## src/rtl/mem_pkg.sv

```systemverilog
// mem_pkg: shared data-memory constants and the read-stream FSM state type
package mem_pkg;
  localparam int MEM_ADDR_W = 9;
  localparam int MEM_DATA_W = 8;
  localparam int MEM_DEPTH = 512;
  typedef enum logic [1:0] {IDLE, RUN, DONE} rd_state_t;
endpackage

```

## src/rtl/mem_rd_stream_if.sv

```systemverilog
// mem_rd_stream_if: valid/ready byte stream carrying data read out of memory
interface mem_rd_stream_if import mem_pkg::*; #(
  parameter int DATA_W = MEM_DATA_W
);
  logic valid;
  logic [DATA_W-1:0] data;
  logic ready;
  modport master(output valid, data, input ready);
  modport slave(input valid, data, output ready);
endinterface

```

## src/rtl/fifo2_skid.sv

```systemverilog
// fifo2_skid: 2-entry register FIFO; dout is the head, push and pop may coincide even when full
module fifo2_skid import mem_pkg::*; #(
  parameter int DATA_W = MEM_DATA_W
) (
  input  logic i_clk,
  input  logic i_nrst,
  input  logic push,
  input  logic [DATA_W-1:0] din,
  input  logic pop,
  output logic [DATA_W-1:0] dout,
  output logic [1:0] count
);
  logic [DATA_W-1:0] tail;
  always_ff @(posedge i_clk)
    if (!i_nrst) begin
      dout <= '0;
      tail <= '0;
      count <= '0;
    end else begin
      count <= count + {1'b0, push} - {1'b0, pop};
      dout <= push && (count == 2'd0 || (count == 2'd1 && pop)) ? din :
              pop && count == 2'd2 ? tail : dout;
      tail <= push && ((count == 2'd1 && !pop) || count == 2'd2) ? din : tail;
    end
endmodule

```

## src/rtl/mem_rd_stream.sv

```systemverilog
// mem_rd_stream: issues sequential RAM reads and streams the returned bytes over valid/ready
module mem_rd_stream import mem_pkg::*; #(
  parameter int ADDR_W = MEM_ADDR_W,
  parameter int DATA_W = MEM_DATA_W,
  parameter int LEN_W = 10
) (
  input  logic i_clk,
  input  logic i_nrst,
  input  logic i_start,
  input  logic [ADDR_W-1:0] i_base,
  input  logic [LEN_W-1:0] i_len,
  output logic o_busy,
  output logic o_done,
  output logic [ADDR_W-1:0] o_raddr,
  input  logic [DATA_W-1:0] i_rdata,
  mem_rd_stream_if.master strm
);
  localparam logic [LEN_W-1:0] MAX_LEN = LEN_W'(2**ADDR_W);
  rd_state_t state;
  logic [ADDR_W-1:0] addr, raddr_q;
  logic [LEN_W-1:0] len, len_c, issued, popped;
  logic inflight, issue, pop, last;
  logic [1:0] count;
  assign len_c = i_len > MAX_LEN ? MAX_LEN : i_len;
  assign pop = strm.valid & strm.ready;
  // a read is only issued when its byte is guaranteed a buffer slot on return
  assign issue = state == RUN && issued < len &&
                 {1'b0, count} + {2'b0, inflight} < 3'd2 + {2'b0, pop};
  assign last = pop && popped == len - LEN_W'(1);
  assign o_raddr = issue ? addr : raddr_q;
  assign strm.valid = |count;
  fifo2_skid #(.DATA_W(DATA_W)) u_buf (
    .i_clk(i_clk),
    .i_nrst(i_nrst),
    .push(inflight),
    .din(i_rdata),
    .pop(pop),
    .dout(strm.data),
    .count(count)
  );
  always_ff @(posedge i_clk)
    if (!i_nrst) begin
      state <= IDLE;
      addr <= '0;
      raddr_q <= '0;
      len <= '0;
      issued <= '0;
      popped <= '0;
      inflight <= 1'b0;
      o_busy <= 1'b0;
      o_done <= 1'b0;
    end else begin
      raddr_q <= o_raddr;
      inflight <= issue;
      if (issue) begin
        addr <= addr + 1'b1;
        issued <= issued + 1'b1;
      end
      if (pop) popped <= popped + 1'b1;
      case (state)
        IDLE: if (i_start) begin
          addr <= i_base;
          len <= len_c;
          issued <= '0;
          popped <= '0;
          state <= len_c == '0 ? DONE : RUN;
          o_busy <= len_c != '0;
          o_done <= len_c == '0;
        end
        RUN: if (last) begin
          state <= DONE;
          o_busy <= 1'b0;
          o_done <= 1'b1;
        end
        default: begin
          state <= IDLE;
          o_done <= 1'b0;
        end
      endcase
    end
endmodule
```

## src/flat_wrapper.sv

```systemverilog
// flat-port wrapper written by rule: the top's interface ports become plain ports
module mem_rd_stream_flat import mem_pkg::*;
#(
  parameter int ADDR_W = MEM_ADDR_W,
  parameter int DATA_W = MEM_DATA_W,
  parameter int LEN_W = 10
)
  (i_clk, i_nrst, i_start, i_base, i_len, o_busy, o_done, o_raddr, i_rdata, strm_valid, strm_data, strm_ready);
  mem_rd_stream_if #(.DATA_W(DATA_W)) strm_i ();
  input  logic i_clk;
  input  logic i_nrst;
  input  logic i_start;
  input  logic [ADDR_W-1:0] i_base;
  input  logic [LEN_W-1:0] i_len;
  output logic o_busy;
  output logic o_done;
  output logic [ADDR_W-1:0] o_raddr;
  input  logic [DATA_W-1:0] i_rdata;
  output wire logic [$bits(strm_i.valid)-1:0] strm_valid;
  output wire logic [$bits(strm_i.data)-1:0] strm_data;
  input wire logic [$bits(strm_i.ready)-1:0] strm_ready;
  assign strm_valid = strm_i.valid;
  assign strm_data = strm_i.data;
  assign strm_i.ready = strm_ready;
  mem_rd_stream #(.ADDR_W(ADDR_W), .DATA_W(DATA_W), .LEN_W(LEN_W)) u_core (.i_clk(i_clk), .i_nrst(i_nrst), .i_start(i_start), .i_base(i_base), .i_len(i_len), .o_busy(o_busy), .o_done(o_done), .o_raddr(o_raddr), .i_rdata(i_rdata), .strm(strm_i));
endmodule
```

## config.mk

```make
export PLATFORM = sky130hd
export DESIGN_NAME = mem_rd_stream_flat
export DESIGN_NICKNAME = d
export VERILOG_FILES = /design/src/rtl/mem_pkg.sv /design/src/rtl/mem_rd_stream_if.sv /design/src/rtl/fifo2_skid.sv /design/src/rtl/mem_rd_stream.sv /design/src/flat_wrapper.sv
export SDC_FILE = /design/constraint.sdc
export NUM_CORES = 1
export LEC_CHECK = 0
export BUFFER_PORTS_ARGS = -buffer_cell sky130_fd_sc_hd__buf_2
export CORE_MARGIN = 1
export CORE_UTILIZATION = 45
export DETAILED_ROUTE_END_ITERATION = 6
export HOLD_SLACK_MARGIN = 0.15
export MAX_ROUTING_LAYER = met4
export PLACE_DENSITY_LB_ADDON = 0.25
export SYNTH_ARGS = -nofsm -noshare
export SYNTH_HDL_FRONTEND = slang
export SYNTH_SLANG_ARGS = --single-unit
```

## constraint.sdc

```tcl
create_clock -name i_clk -period 2.8 [get_ports i_clk]
set_input_delay 0.28 -clock i_clk [delete_from_list [all_inputs] [get_ports i_clk]]
set_output_delay 0.28 -clock i_clk [all_outputs]
set_load 0.02 [all_outputs]
```

==> impl_metrics.py, run 1 <==
metrics = {
    "die": {
        "dieArea_um2": 8630,
        "initial_core_util_pct": 47.4,
        "core_region_area_um2": 7850,
        "num_io_pins": 51,
        "num_rows": 32,
        "die-width_um": 92.9,
        "dieHeight_um": 92.9,
    },
    "clocking": {
        "htreeDepth": 3,
        "clk_pin_slew_ns": 0.08,
        "clockRootBuffer": "clkbuf_8",
        "clock_latency_ns": 0.35,
        "numCtsBuffers": 9,
        "cts_max_path_buffers": 2,
        "clock_sink_count": 70,
        "cts_tree": "built",
        "post_cts_buffers": 0,
    },
    "pwr": {
        "combPwrFrac_pct": 21.4,
        "power_density_nw_per_um2": 552,
        "p_sw_w": 0.000789,
        "pwr-share-clk_pct": 32.4,
        "swShare_pct": 33.1,
        "p_seq_share_pct": 46.2,
        "ir_worst_vdd_mv": 0.303,
        "power.internal_w": 0.00159,
        "leakage_nw": 1.79,
    },
    "timing": {
        "fin_crit_sh_pct": 95.8,
        "fin_crit_ns": 2.68,
        "clock.fmax_mhz": 373,
        "setup_viol_count_final": 0,
        "worst_hold_slack_ns": 0.167,
        "tightest_slew_ns": 0.966,
        "drv_slew": 0,
        "finalClockSkew_ns": 0.0113,
        "slew_headroom_pct": 35.5,
        "finalHoldViolations": 0,
        "tns_ns": 0,
        "grt_setup_unrepaired": "no",
    },
    "grt": {
        "antenna_found_initial": 0,
        "met1_usage_pct": 26.3,
        "grt_max_degree": 29,
        "grt-ovfl-total": 0,
        "met2_usage_pct": 33.8,
        "track_usage_pct": 21.2,
        "busiest_layer": "met2",
        "grt_pass1_wl_mm": 14.1,
        "grt_use_met3_pct": 5.99,
        "grt_pass1_vias": 3044,
    },
    "drt": {
        "firstDrtPassIters": 4,
        "via_per_inst": 5.30,
        "wl_per_cell_um": 13.9,
        "ant_nets": 0,
        "drc": 0,
        "wl_mm": 8.06,
        "vias": 3081,
        "first_iter_violations": 104,
    },
    "layout": {
        "num-fill-cells": 772,
        "drive_gt1_share_pct": 21.9,
        "final_cell_mix": "dfxtp_1 (70), buf_2 (50), nor2_1 (45), nand2_1 (39), a21oi_1 (32)",
        "nets": 522,
        "multi_input_area_um2": 2160,
        "fin_util_pct": 54.9,
        "final_common_cell": "dfxtp_1",
        "antenna_cells": 0,
        "seq_area_um2": 1400,
        "area_growth_pct": 15.9,
    },
    "setup_path": {
        "critPathRequiredTime_ns": 2.52,
        "arrival_ns": 2.40,
        "crit_chain": "inv_1, ha_1, a21o_1, a21oi_2, o2111ai_4, a21o_2, mux2_4, buf_2",
        "cpMaxStageDelayCell": "dfxtp_1",
        "critPathKind": "flop to output pin",
        "slowest_delay_ns": 0.39,
        "end_kind": "output pin",
        "worst-path-max-fanout": 6,
        "crit_start": "u_core.len[7]",
        "crit_path_start_kind": "flop",
        "reg2reg_from": "u_core.len[7]",
    },
    "synth": {
        "ys.flop_type": "dfxtp_1",
        "ys_seq_area_share_pct": 37.7,
        "synth_top_area_share_pct": 37.7,
        "syn-cell-area_um2": 3720,
        "yosysWarnings": 0,
        "synth_cell_types": 51,
        "async_reset_ff_share_pct": 0,
        "synth_top_cells_by_area": "dfxtp_1 (38%), ha_1 (5.7%), xnor2_1 (4.7%), nor2_1 (4.5%), a21oi_1 (4.4%)",
        "synth-seq-cells": 70,
        "synth_edf_count": 0,
        "synthCells": 416,
        "synth_area_leader_cell": "dfxtp_1",
        "avgSynthCellArea_um2": 8.93,
        "synth_nets": 464,
    },
    "status": {
        "outcome": "completed",
    },
    "job": {
        "cap_violations": 0,
    },
    "placement": {
        "portBuffers": 50,
        "hpwl_mm": 5.59,
        "routabilityCongestion": 0.905,
    },
    "worst_hold_path": {
        "hold_path_class": "input pin to flop",
        "hold_start": "i_len[4]",
    },
}
metrics by stage:
stage                     setup slack, ns  area [µm²]  power (W)  cells
after floorplan                     0.555        3720    0.00149    416
after global placement              0.402        4060    0.00161    559
after detailed placement            0.349        4060    0.00162    559
after CTS                          0.0564        4290    0.00240    580
after global routing              0.00713        4310    0.00251    581
final                               0.117        4310    0.00238    581
power groups by stage:
stage	combinational [W]	clock, W	sequential (W)
finish	0.000510	0.000771	0.00110
global route	0.000566	0.000835	0.00111
CTS	0.000507	0.000791	0.00110
detailed placement	0.000493	0	0.00112
global placement	0.000486	0	0.00112
floorplan	0.000373	0	0.00112
cells by family after synthesis:
| group | count (synthesis) | synth area share [%] |
|---|---|---|
| muxes | 21 | 6.67 |
| DFF | 70 | 37.7 |
| and+or+nand+nor | 150 | 19.5 |
| AOI/OAI and AO/OA | 89 | 18.2 |
| buffers and inverters | 37 | 4.68 |
| adders and majority gates | 17 | 5.72 |
| xor gates and xnor gates | 32 | 7.54 |
sequential cells by signal, summed over array words and instances, names as in the netlist:
name                cells
u_core.u_buf.dout       8
u_core.addr             9
u_core.inflight         1
u_core.len             10
u_core.raddr_q          9
u_core.popped          10
u_core.state            2
u_core.o_busy           1
u_core.issued          10
u_core.u_buf.count      2
u_core.u_buf.tail       8
cell usage after synthesis (all sizes together) (5+ instances only):
cell type / count
a2111oi: 7
a211oi: 10
a21oi: 34
and2: 13
and3: 9
buf: 9
clkbuf: 8
dfxtp: 70
ha: 17
inv: 18
mux2: 9
mux2i: 12
nand2: 39
nand3: 18
nand4: 7
nor2: 45
nor3: 5
o21ai: 23
xnor2: 20
xor2: 12
layout make-up:
type,count,share of cell area [%]
Multi-Input combinational cell,310,50.1
Timing Repair Buffer,63,8.45
Sequential cell,70,32.5
Clock buffer,9,2.88
Clock inverter,7,1.31
Inverter,20,1.74
Tap cell,102,2.96
critical path, delay by kind of cell (launching register included):
family | cells | cell delay (ns)
buf+inv | 2 | 0.26
fa+ha+maj | 1 | 0.29
flops | 1 | 0.39
compound gates | 4 | 0.81
mux | 1 | 0.32
timing repair:
action	in CTS	in global routing
hold buffers	5	0
cloned	0	1
pin swaps	0	1
gates resized for setup	1	2
endpoints found under the setup margin	9	9
hold endpoints to repair	5	0
final timing paths:
kind | slack, ns | endpoint | cells past startpoint
hold / removal | 0.17 | u_core.len[4] | 3
hold reg to reg | 0.50 | u_core.len[9] | 2
setup / recovery | 0.12 | o_raddr[2] | 8
setup reg to reg | 0.39 | u_core.issued[9] | 9
per-layer routing:
metal | vias up | wire length [µm]
met5 | - | 0
met4 | 0 | 65
met3 | 6 | 364
met2 | 57 | 3730
met1 | 1447 | 3900
li1 | 1571 | -
Power figures use the tool's default switching activity.
==> run 2: changes to the inputs <==
--- a/config.mk
+++ b/config.mk
@@ -6,7 +6,7 @@
 export NUM_CORES = 1
 export LEC_CHECK = 0
 export BUFFER_PORTS_ARGS = -buffer_cell sky130_fd_sc_hd__buf_2
-export CORE_MARGIN = 1
+export CORE_MARGIN = 2
 export CORE_UTILIZATION = 45
 export DETAILED_ROUTE_END_ITERATION = 6
 export HOLD_SLACK_MARGIN = 0.15
==> run 2 against run 1 <==
Net effect: count of clock-buffer cells in the layout rose by 2; worst setup slack improved by 0.044 ns; hold slack got worse by 0.011 ns; sequential power barely moved; routed wire length fell by 0.84%; combinational power fell by 2%; cell area barely moved; clock skew rose by 0.0021 ns; sequential share of layout area barely moved; largest cell class unchanged; largest power group unchanged.
==> impl_metrics.py, run 2 (synthesized netlist as in run 1, its figures left out) <==
metrics = {
    "status": {
        "outcome": "completed",
    },
    "timing": {
        "finalHoldViolations": 0,
        "fin_crit_sh_pct": 94.3,
        "slew_headroom_pct": 62.9,
        "setup_viol_count_final": 0,
        "clock.fmax_mhz": 379,
        "fin_ws_ns": 0.161,
        "fin_crit_ns": 2.64,
        "grt_setup_unrepaired": "no",
        "tns_ns": 0,
        "drv_slew": 0,
        "tightest_slew_ns": 0.543,
        "finalClockSkew_ns": 0.0133,
    },
    "placement": {
        "portBuffers": 50,
        "hpwl_mm": 5.88,
        "dp_slack_ns": 0.372,
        "routabilityCongestion": 0.907,
    },
    "setup_path": {
        "critPathRequiredTime_ns": 2.52,
        "arrival_ns": 2.36,
        "worst-path-max-fanout": 12,
        "end_kind": "output pin",
        "reg2reg_slack_ns": 0.38,
        "r2r_end": "u_core.issued[9]",
        "reg2reg_from": "u_core.len[7]",
        "crit_path_start_kind": "flop",
        "r2r_cells": 9,
        "critPathKind": "flop to output pin",
    },
    "worst_hold_path": {
        "hold_start": "i_len[4]",
        "hold_end": "u_core.len[4]",
        "whs_path_depth": 3,
        "hold_path_class": "input pin to flop",
    },
    "clocking": {
        "cts_tree": "built",
        "post_cts_buffers": 0,
        "htreeDepth": 3,
        "numCtsBuffers": 9,
        "clock_latency_ns": 0.34,
        "clockRootBuffer": "clkbuf_8",
        "clock_sink_count": 70,
        "clk_pin_slew_ns": 0.08,
        "cts_max_path_buffers": 2,
    },
    "grt": {
        "track_usage_pct": 19.5,
        "grt_max_degree": 24,
        "grt_pass1_vias": 2908,
        "grt-ovfl-total": 0,
        "grt_pass1_wl_mm": 13.3,
        "antenna_found_initial": 0,
    },
    "layout": {
        "area_growth_pct": 16.0,
        "num-fill-cells": 774,
        "antenna_cells": 0,
        "final_cell_mix": "dfxtp_1 (70), buf_2 (50), nor2_1 (45), nand2_1 (39), a21oi_1 (32)",
        "final_common_cell": "dfxtp_1",
        "largestRegisters": "u_core.issued (10), u_core.len (10), u_core.popped (10)",
        "nets": 518,
        "drive_gt1_share_pct": 21.9,
    },
    "drt": {
        "vias": 3069,
        "ant_nets": 0,
        "wl_mm": 7.99,
        "wl_per_cell_um": 13.8,
        "via_per_inst": 5.29,
        "drc": 0,
        "first_iter_violations": 89,
        "firstDrtPassIters": 4,
    },
    "die": {
        "dieArea_um2": 9000,
        "dieHeight_um": 94.9,
        "num_rows": 33,
        "die-width_um": 94.9,
        "initial_core_util_pct": 45.9,
        "num_io_pins": 51,
        "core_region_area_um2": 8090,
    },
    "pwr": {
        "pwr-share-clk_pct": 36.5,
        "swShare_pct": 29.4,
        "p_sw_w": 0.000740,
        "combPwrFrac_pct": 19.9,
        "ir_worst_vdd_mv": 0.320,
        "leakage_nw": 1.80,
        "power_density_nw_per_um2": 585,
        "power.internal_w": 0.00178,
        "p_seq_share_pct": 43.6,
    },
    "job": {
        "cap_violations": 0,
    },
}
run 2: changes by cell type in the layout (fill, tap and decap cells not counted), sizes merged:
cell | before | now
clkinvlp | 1 | 0
dlygate4sd3 | 5 | 1
inv | 21 | 18
bufinv | 0 | 2
clkbuf | 9 | 11
a21o | 3 | 2
buf | 58 | 59
run 2: worst max path at each step:
stage                   from                to  cells after the start
2_1_floorplan  u_core.len[7]        o_raddr[1]                      8
3_3_place_gp   u_core.len[7]        o_raddr[6]                      8
3_5_place_dp   u_core.len[7]  u_core.issued[9]                      9
4_1_cts        u_core.len[7]        o_raddr[6]                      8
5_1_grt        u_core.len[7]        o_raddr[5]                      8
6_report       u_core.len[7]        o_raddr[6]                      8
run 2: layout make-up:
type                       count  area (µm²)  share of cell area, %
clock buffer                  11         141                   3.28
clock inverter                 5        82.6                   1.92
inverter                      20        75.1                   1.74
multi-input combinational    309        2150                   49.9
sequential                    70        1400                   32.5
tap                          105         131                   3.05
timing repair buffer          60         328                   7.61
run 2: per-stage QoR:
| step | hold WS (ns) | std cells | instance area (µm²) | total power [W] | utilization [%] |
|---|---|---|---|---|---|
| finish | 0.157 | 580 | 4310 | 0.00252 | 53.3 |
| global route | 0.164 | 580 | 4310 | 0.00265 | 53.3 |
| CTS | 0.151 | 580 | 4300 | 0.00255 | 53.1 |
| detailed placement | 0.488 | 563 | 4070 | 0.00162 | 50.2 |
| global placement | 0.474 | 563 | 4070 | 0.00161 | 50.2 |
| floorplan | 0.389 | 416 | 3720 | 0.00149 | - |
run 2: critical path, cell delays in order (launching register included):
cell and delay [ns]:
dfxtp_1 0.38, inv_1 0.09, ha_1 0.29, a21o_1 0.19, a21oi_2 0.17, o2111ai_4 0.12, a21o_4 0.28, mux2_4 0.32
buf_2 0.16
run 2: power groups by stage:
| stage | registers (W) | clock network (W) | logic (W) |
|---|---|---|---|
| final | 0.00110 | 0.000920 | 0.000502 |
| after global routing | 0.00111 | 0.000990 | 0.000556 |
| after CTS | 0.00110 | 0.000940 | 0.000505 |
| after detailed placement | 0.00112 | 0 | 0.000501 |
| after global placement | 0.00112 | 0 | 0.000489 |
| after floorplan | 0.00112 | 0 | 0.000373 |
run 2: timing repair:
item | CTS | global route
hold endpoints to repair | 1 | 0
gates resized for setup | 0 | 2
setup endpoints to repair | 0 | 9
hold buffers | 1 | 0
run 2: routing by layer:
layer  up-vias  part of all wire, %  track usage (%)  wire length (µm)
li1       1568                    -                -                 -
met1      1433                   48             25.2              3840
met2        57                   46             30.1              3660
met3        11                  4.6             3.83               368
met4         0                  1.5             7.25               116
met5         -                    0                -                 0
